<file path="config.mk">
export PLATFORM = sky130hd
export DESIGN_NAME = eprisc_bus_arbiter
export DESIGN_NICKNAME = d
export VERILOG_FILES = /design/src/rtl/eprisc_bus_arbiter.sv
export SDC_FILE = /design/constraint.sdc
export NUM_CORES = 1
export LEC_CHECK = 0
export BUFFER_PORTS_ARGS = -buffer_cell sky130_fd_sc_hd__buf_4
export CAP_MARGIN = 15
export CORE_AREA = 3 3 134 136
export CTS_BUF_LIST = sky130_fd_sc_hd__clkbuf_16
export CTS_CLUSTER_DIAMETER = 60
export DETAILED_ROUTE_END_ITERATION = 12
export DIE_AREA = 0 0 137 139
export SYNTH_ARGS = -nofsm -noshare
export SYNTH_HDL_FRONTEND = slang
export SYNTH_SLANG_ARGS = --single-unit
</file>
<file path="constraint.sdc">
create_clock -name iClk -period 8.61 [get_ports iClk]
set_input_delay 1.722 -clock iClk [delete_from_list [all_inputs] [get_ports iClk]]
set_output_delay 1.722 -clock iClk [all_outputs]
set_load 0.005 [all_outputs]
</file>
<file path="src/rtl/eprisc_bus_arbiter.sv">
// Two-requester round-robin arbiter and sequencer for the I/O controller's peripheral bus.
// One transaction at a time: IDLE -> SETUP -> ACCESS (wait ready / timeout) -> DONE.
module eprisc_bus_arbiter #(
  parameter int ADDR_W  = 15,
  parameter int DATA_W  = 16,
  parameter int TIMEOUT = 16
) (
  input  logic              iClk,
  input  logic              iRst,
  input  logic              iReqA,
  input  logic              iWriteA,
  input  logic [ADDR_W-1:0] iAddrA,
  input  logic [DATA_W-1:0] iDataA,
  output logic              oAckA,
  output logic              oErrA,
  output logic [31:0]       oDataA,
  input  logic              iReqB,
  input  logic              iWriteB,
  input  logic [ADDR_W-1:0] iAddrB,
  input  logic [DATA_W-1:0] iDataB,
  output logic              oAckB,
  output logic              oErrB,
  output logic [31:0]       oDataB,
  output logic [ADDR_W-1:0] oBusAddress,
  output logic [DATA_W-1:0] oBusData,
  output logic              oBusWrite,
  output logic              oEnableGPIO,
  output logic              oEnableRAM,
  input  logic [31:0]       iBusMISO,
  input  logic              iBusReady
);

  typedef enum logic [1:0] {IDLE, SETUP, ACCESS, DONE} state_t;

  localparam int CW = ($clog2(TIMEOUT) < 5) ? 5 : $clog2(TIMEOUT);
  localparam logic [CW-1:0] CNT_LAST = CW'(TIMEOUT - 1);

  state_t            state_q, state_d;
  logic              gnt_q;   // 1 = B owns the current transaction
  logic              last_q;  // 1 = B was granted most recently
  logic              wr_q, err_q;
  logic [CW-1:0]     cnt_q;
  logic [ADDR_W-1:0] addr_q;
  logic [DATA_W-1:0] wdata_q;
  logic [31:0]       rdata_a_q, rdata_b_q;

  logic any_req, pick_b, mapped, timeout, in_window;

  assign any_req = iReqA | iReqB;
  // Under contention the requester that was not granted last wins.
  assign pick_b  = iReqB & (~iReqA | ~last_q);
  assign mapped  = (addr_q >> 9) == '0;
  assign timeout = cnt_q == CNT_LAST;

  always_ff @(posedge iClk or posedge iRst) begin
    if (iRst) state_q <= IDLE;
    else      state_q <= state_d;
  end

  always_comb begin
    state_d = state_q;
    unique case (state_q)
      IDLE:    if (any_req) state_d = SETUP;
      SETUP:   state_d = mapped ? ACCESS : DONE;
      ACCESS:  if (iBusReady || timeout) state_d = DONE;
      default: state_d = IDLE;
    endcase
  end

  always_ff @(posedge iClk or posedge iRst) begin
    if (iRst) begin
      gnt_q     <= 1'b0;
      last_q    <= 1'b1;
      wr_q      <= 1'b0;
      err_q     <= 1'b0;
      cnt_q     <= '0;
      addr_q    <= '0;
      wdata_q   <= '0;
      rdata_a_q <= '0;
      rdata_b_q <= '0;
    end else begin
      unique case (state_q)
        IDLE: if (any_req) begin
          gnt_q   <= pick_b;
          last_q  <= pick_b;
          wr_q    <= pick_b ? iWriteB : iWriteA;
          addr_q  <= pick_b ? iAddrB  : iAddrA;
          wdata_q <= pick_b ? iDataB  : iDataA;
          cnt_q   <= '0;
        end
        SETUP: begin
          cnt_q <= '0;
          if (!mapped) err_q <= 1'b1;
        end
        ACCESS: begin
          cnt_q <= cnt_q + 1'b1;
          // Ready in the timeout cycle still completes cleanly.
          if (iBusReady) begin
            if (!wr_q && !gnt_q) rdata_a_q <= iBusMISO;
            if (!wr_q &&  gnt_q) rdata_b_q <= iBusMISO;
          end else if (timeout) begin
            err_q <= 1'b1;
            if (!wr_q && !gnt_q) rdata_a_q <= '1;
            if (!wr_q &&  gnt_q) rdata_b_q <= '1;
          end
        end
        default: err_q <= 1'b0;
      endcase
    end
  end

  always_comb begin
    in_window   = (state_q == SETUP) || (state_q == ACCESS);
    oEnableGPIO = in_window & mapped & ~addr_q[8];
    oEnableRAM  = in_window & mapped &  addr_q[8];
    oBusWrite   = (state_q == ACCESS) & wr_q & (cnt_q == '0);
    oAckA       = (state_q == DONE) & ~gnt_q;
    oAckB       = (state_q == DONE) &  gnt_q;
    oErrA       = oAckA & err_q;
    oErrB       = oAckB & err_q;
    oBusAddress = addr_q;
    oBusData    = wdata_q;
    oDataA      = rdata_a_q;
    oDataB      = rdata_b_q;
  end

endmodule

</file>
==> out/results.tsv <==
metric	value	unit
final_max_slew_viol_count	0	
seq_area_frac_synth	52.97	%
synth_cell_types	41	
p_sw	731.4	µW
timing_worst_slew_pin_value	920.3	ps
synth-main-ff-cell	sky130_fd_sc_hd__dfrtp_1	
ctsLongestPathBuffers	2	
clock_sink_count	106	
antenna_violations_before_repair	0	
grt_setup_unrepaired	false	
ir_worst_vdd	116.6	µV
cts-buffers-inserted	9	
core_region_area	17060	µm²
yosys-top-cells-count	sky130_fd_sc_hd__dfrtp_1 (105), sky130_fd_sc_hd__mux2_4 (60), sky130_fd_sc_hd__nand2_1 (35), sky130_fd_sc_hd__nand2b_1 (33), sky130_fd_sc_hd__mux2i_1 (32)	
worstSetupStartpointType	flip-flop	
die_height	139	µm
fin_tns_setup	0	ps
final_period_minus_worst_setup_slack	3549	ps
tritoncts	done	
clk-insertion-delay-late	350	ps
syn-instance-count	387	
route.met3.wl	1273	µm
num_antenna_cells	0	
post_route_skew	13.91	ps
power.density	329.5	nW/µm²
root_buffer_cell	sky130_fd_sc_hd__clkbuf_16	
cts-hold-fix-buffers	0	
route.vias.total	3588	
h-tree-depth	3	
synth-warning-count	0	
yosys-top-cells-area	sky130_fd_sc_hd__dfrtp_1 (52%), sky130_fd_sc_hd__mux2_4 (18%), sky130_fd_sc_hd__mux2i_1 (6.4%)	
gp_routability_congestion	0.7444	
data_arrival_at_the_endpoint_of_the_critical_path	1830	ps
max-slew-margin-rel	38.51	%
share_seq_of_total_power	39.0	%
drt-met1-wl	5311	µm
drt_first_pass_iters	4	
die-width	137	µm
power.share.clock	18.7	%
first_pass_grt_wire_length	19950	µm
slowest_delay	460	ps
slowest_stage	sky130_fd_sc_hd__ha_1	
holdCritPathClass	flip-flop to flip-flop	
cellLeakagePower	3.416	nW
ant_nets	0	
fin_nets	689	
place_ws	4758	ps
fp.dieArea	19040	µm²
drtIter0Drc	116	
postSynthNetCount	495	
grt_start_max_net_pins	55	
drv_cap	0	
post-synth-top-area-fraction	52.45	%
timing_worst_setup_path_type	flip-flop to output port	
synthArstFlopShare	100.0	%
grt_pass1_vias	3802	
placement.io_buffers	202	
postCtsSetupRepairBufs	0	
post_synth_instance_area	5010	µm²
cell_internal_power	1.593	mW
worst_path_required	6890	ps
worstPathCellList	inv_1 > ha_1 > nand4b_1 > nor3_1 > buf_4	
top_signal_layer_used	met4	
io_pins	203	
final.setup.worst_slack	5061	ps
path_clk_slew	70	ps
end_kind	output port	
grt.overflow.total	0	
dp_hpwl	9123	µm
syn-mean-instance-area	12.95	µm²
netSwitchingFraction	31.47	%
hold_violations	0	
postCtsResizedCells	0	
met2RoutedLength	5785	µm
max_clock_freq	0.2818	GHz
synth.ff_latch_count	106	
status	finished clean	
core.rowCount	48	
routed_len_inst	15.43	µm
synth_largest_area_cell	sky130_fd_sc_hd__dfrtp_1	
drt-total-wl	12510	µm
detail_route.drc_violations	0	
worstPathMaxFanout	13	
power_frac_comb	42.3	%
initial_utilization	29.37	%
drive_gt1_share	50.51	%
layout.filler_cells	1653	
area_grow_syn2layout	40.81	%
post_drt_via_cell_ratio	4.424	
grt_util_overall	13.20	%
edff_count_synth	0	
yosys.cell_count.top_type	sky130_fd_sc_hd__dfrtp_1	
setup_viol	0	
finalCritPeriodShare	41.22	%
power by group through the flow:
stage | logic (mW) | registers, mW | clock network, mW
after floorplan | 0.507 | 0.893 | 0
after global placement | 0.987 | 0.906 | 0
after detailed placement | 1.00 | 0.914 | 0
after CTS | 1.00 | 0.911 | 0.454
after global routing | 1.08 | 0.940 | 0.475
final | 0.983 | 0.908 | 0.434
through the flow:
stage / instances / util, % / power (mW) / area [µm²] / hold slack [ps]
floorplan: 387 / - / 1.400 / 5010 / 473.3
global placement: 795 / 39.48 / 1.893 / 6734 / 468.3
detailed placement: 795 / 39.48 / 1.916 / 6734 / 477.3
CTS: 811 / 41.36 / 2.367 / 7054 / 496.0
global route: 811 / 41.36 / 2.494 / 7054 / 512.2
finish: 811 / 41.36 / 2.325 / 7054 / 491.4
logic make-up (layout without fill, tap and decap cells):
kind of cell,after synthesis,after routing,share of synthesized area [%]
adders and majority gates,7,7,1.748
muxes,98,98,25.72
DFF,106,106,52.97
AOI/OAI and AO/OA,51,51,5.645
buffers and inverters,30,229,3.421
and+or+nand+nor,95,95,10.49
registers in the layout, summed over array words and instances (netlist names):
signal       cells
cnt_q            5
state_q          2
oBusData        16
err_q            1
wr_q             1
oDataA          32
last_q           1
oBusAddress     15
oDataB          32
gnt_q            1
critical path: cells and delay by family (launching register included):
kind / cells / cell delay (ps)
adder cells (fa/ha/maj): 1 / 460
flip-flops: 1 / 420
AND/OR/NAND/NOR: 2 / 350
buffers and inverters: 2 / 260
cells in the final DEF (no fill, tap or decap), types with 2 or more instances in the layout:
master	instances
sky130_fd_sc_hd__and3_1	2
sky130_fd_sc_hd__buf_4	206
sky130_fd_sc_hd__clkbuf_16	9
sky130_fd_sc_hd__clkinv_4	2
sky130_fd_sc_hd__dfrtp_1	105
sky130_fd_sc_hd__ha_1	7
sky130_fd_sc_hd__inv_1	6
sky130_fd_sc_hd__inv_8	2
sky130_fd_sc_hd__mux2_2	6
sky130_fd_sc_hd__mux2_4	60
sky130_fd_sc_hd__mux2i_1	32
sky130_fd_sc_hd__nand2_1	35
sky130_fd_sc_hd__nand2b_1	33
sky130_fd_sc_hd__nand3_1	3
sky130_fd_sc_hd__nor2_1	5
sky130_fd_sc_hd__nor2b_1	2
sky130_fd_sc_hd__nor3_1	2
sky130_fd_sc_hd__nor3b_1	2
sky130_fd_sc_hd__o21ai_0	29
sky130_fd_sc_hd__o21ai_1	11
sky130_fd_sc_hd__or2b_1	2
layout make-up:
class                   instances  area [µm²]  area share (%)
clock inverters                 7       95.09           1.348
inverters                       7       28.78          0.4079
repair buffers                206        1546           21.92
multi-input cells             251        2223           31.52
well taps                     225       281.5           3.991
clock buffers                   9       225.2           3.193
flip-flops and latches        106        2654           37.62
path summary, 6_finish.rpt:
path	from	end	slack, ps	cells past startpoint
worst max-delay path	state_q[0]	oBusWrite	5060	5
worst min-delay path	oBusData[6]	oBusData[6]	490	2
worst max register to register	cnt_q[0]	oDataB[19]	6000	6
worst min register to register	oBusData[6]	oBusData[6]	490	2
max in group asynchronous	iRst	oDataB[3]	5960	3
min in group asynchronous	iRst	oBusAddress[0]	1460	2
metal layers:
metal	vias up	global-route usage, %
met2	150	21.04
li1	1724	-
met4	0	3.204
met5	-	0
met3	13	5.588
met1	1701	16.56
Power figures use the tool's default switching activity.
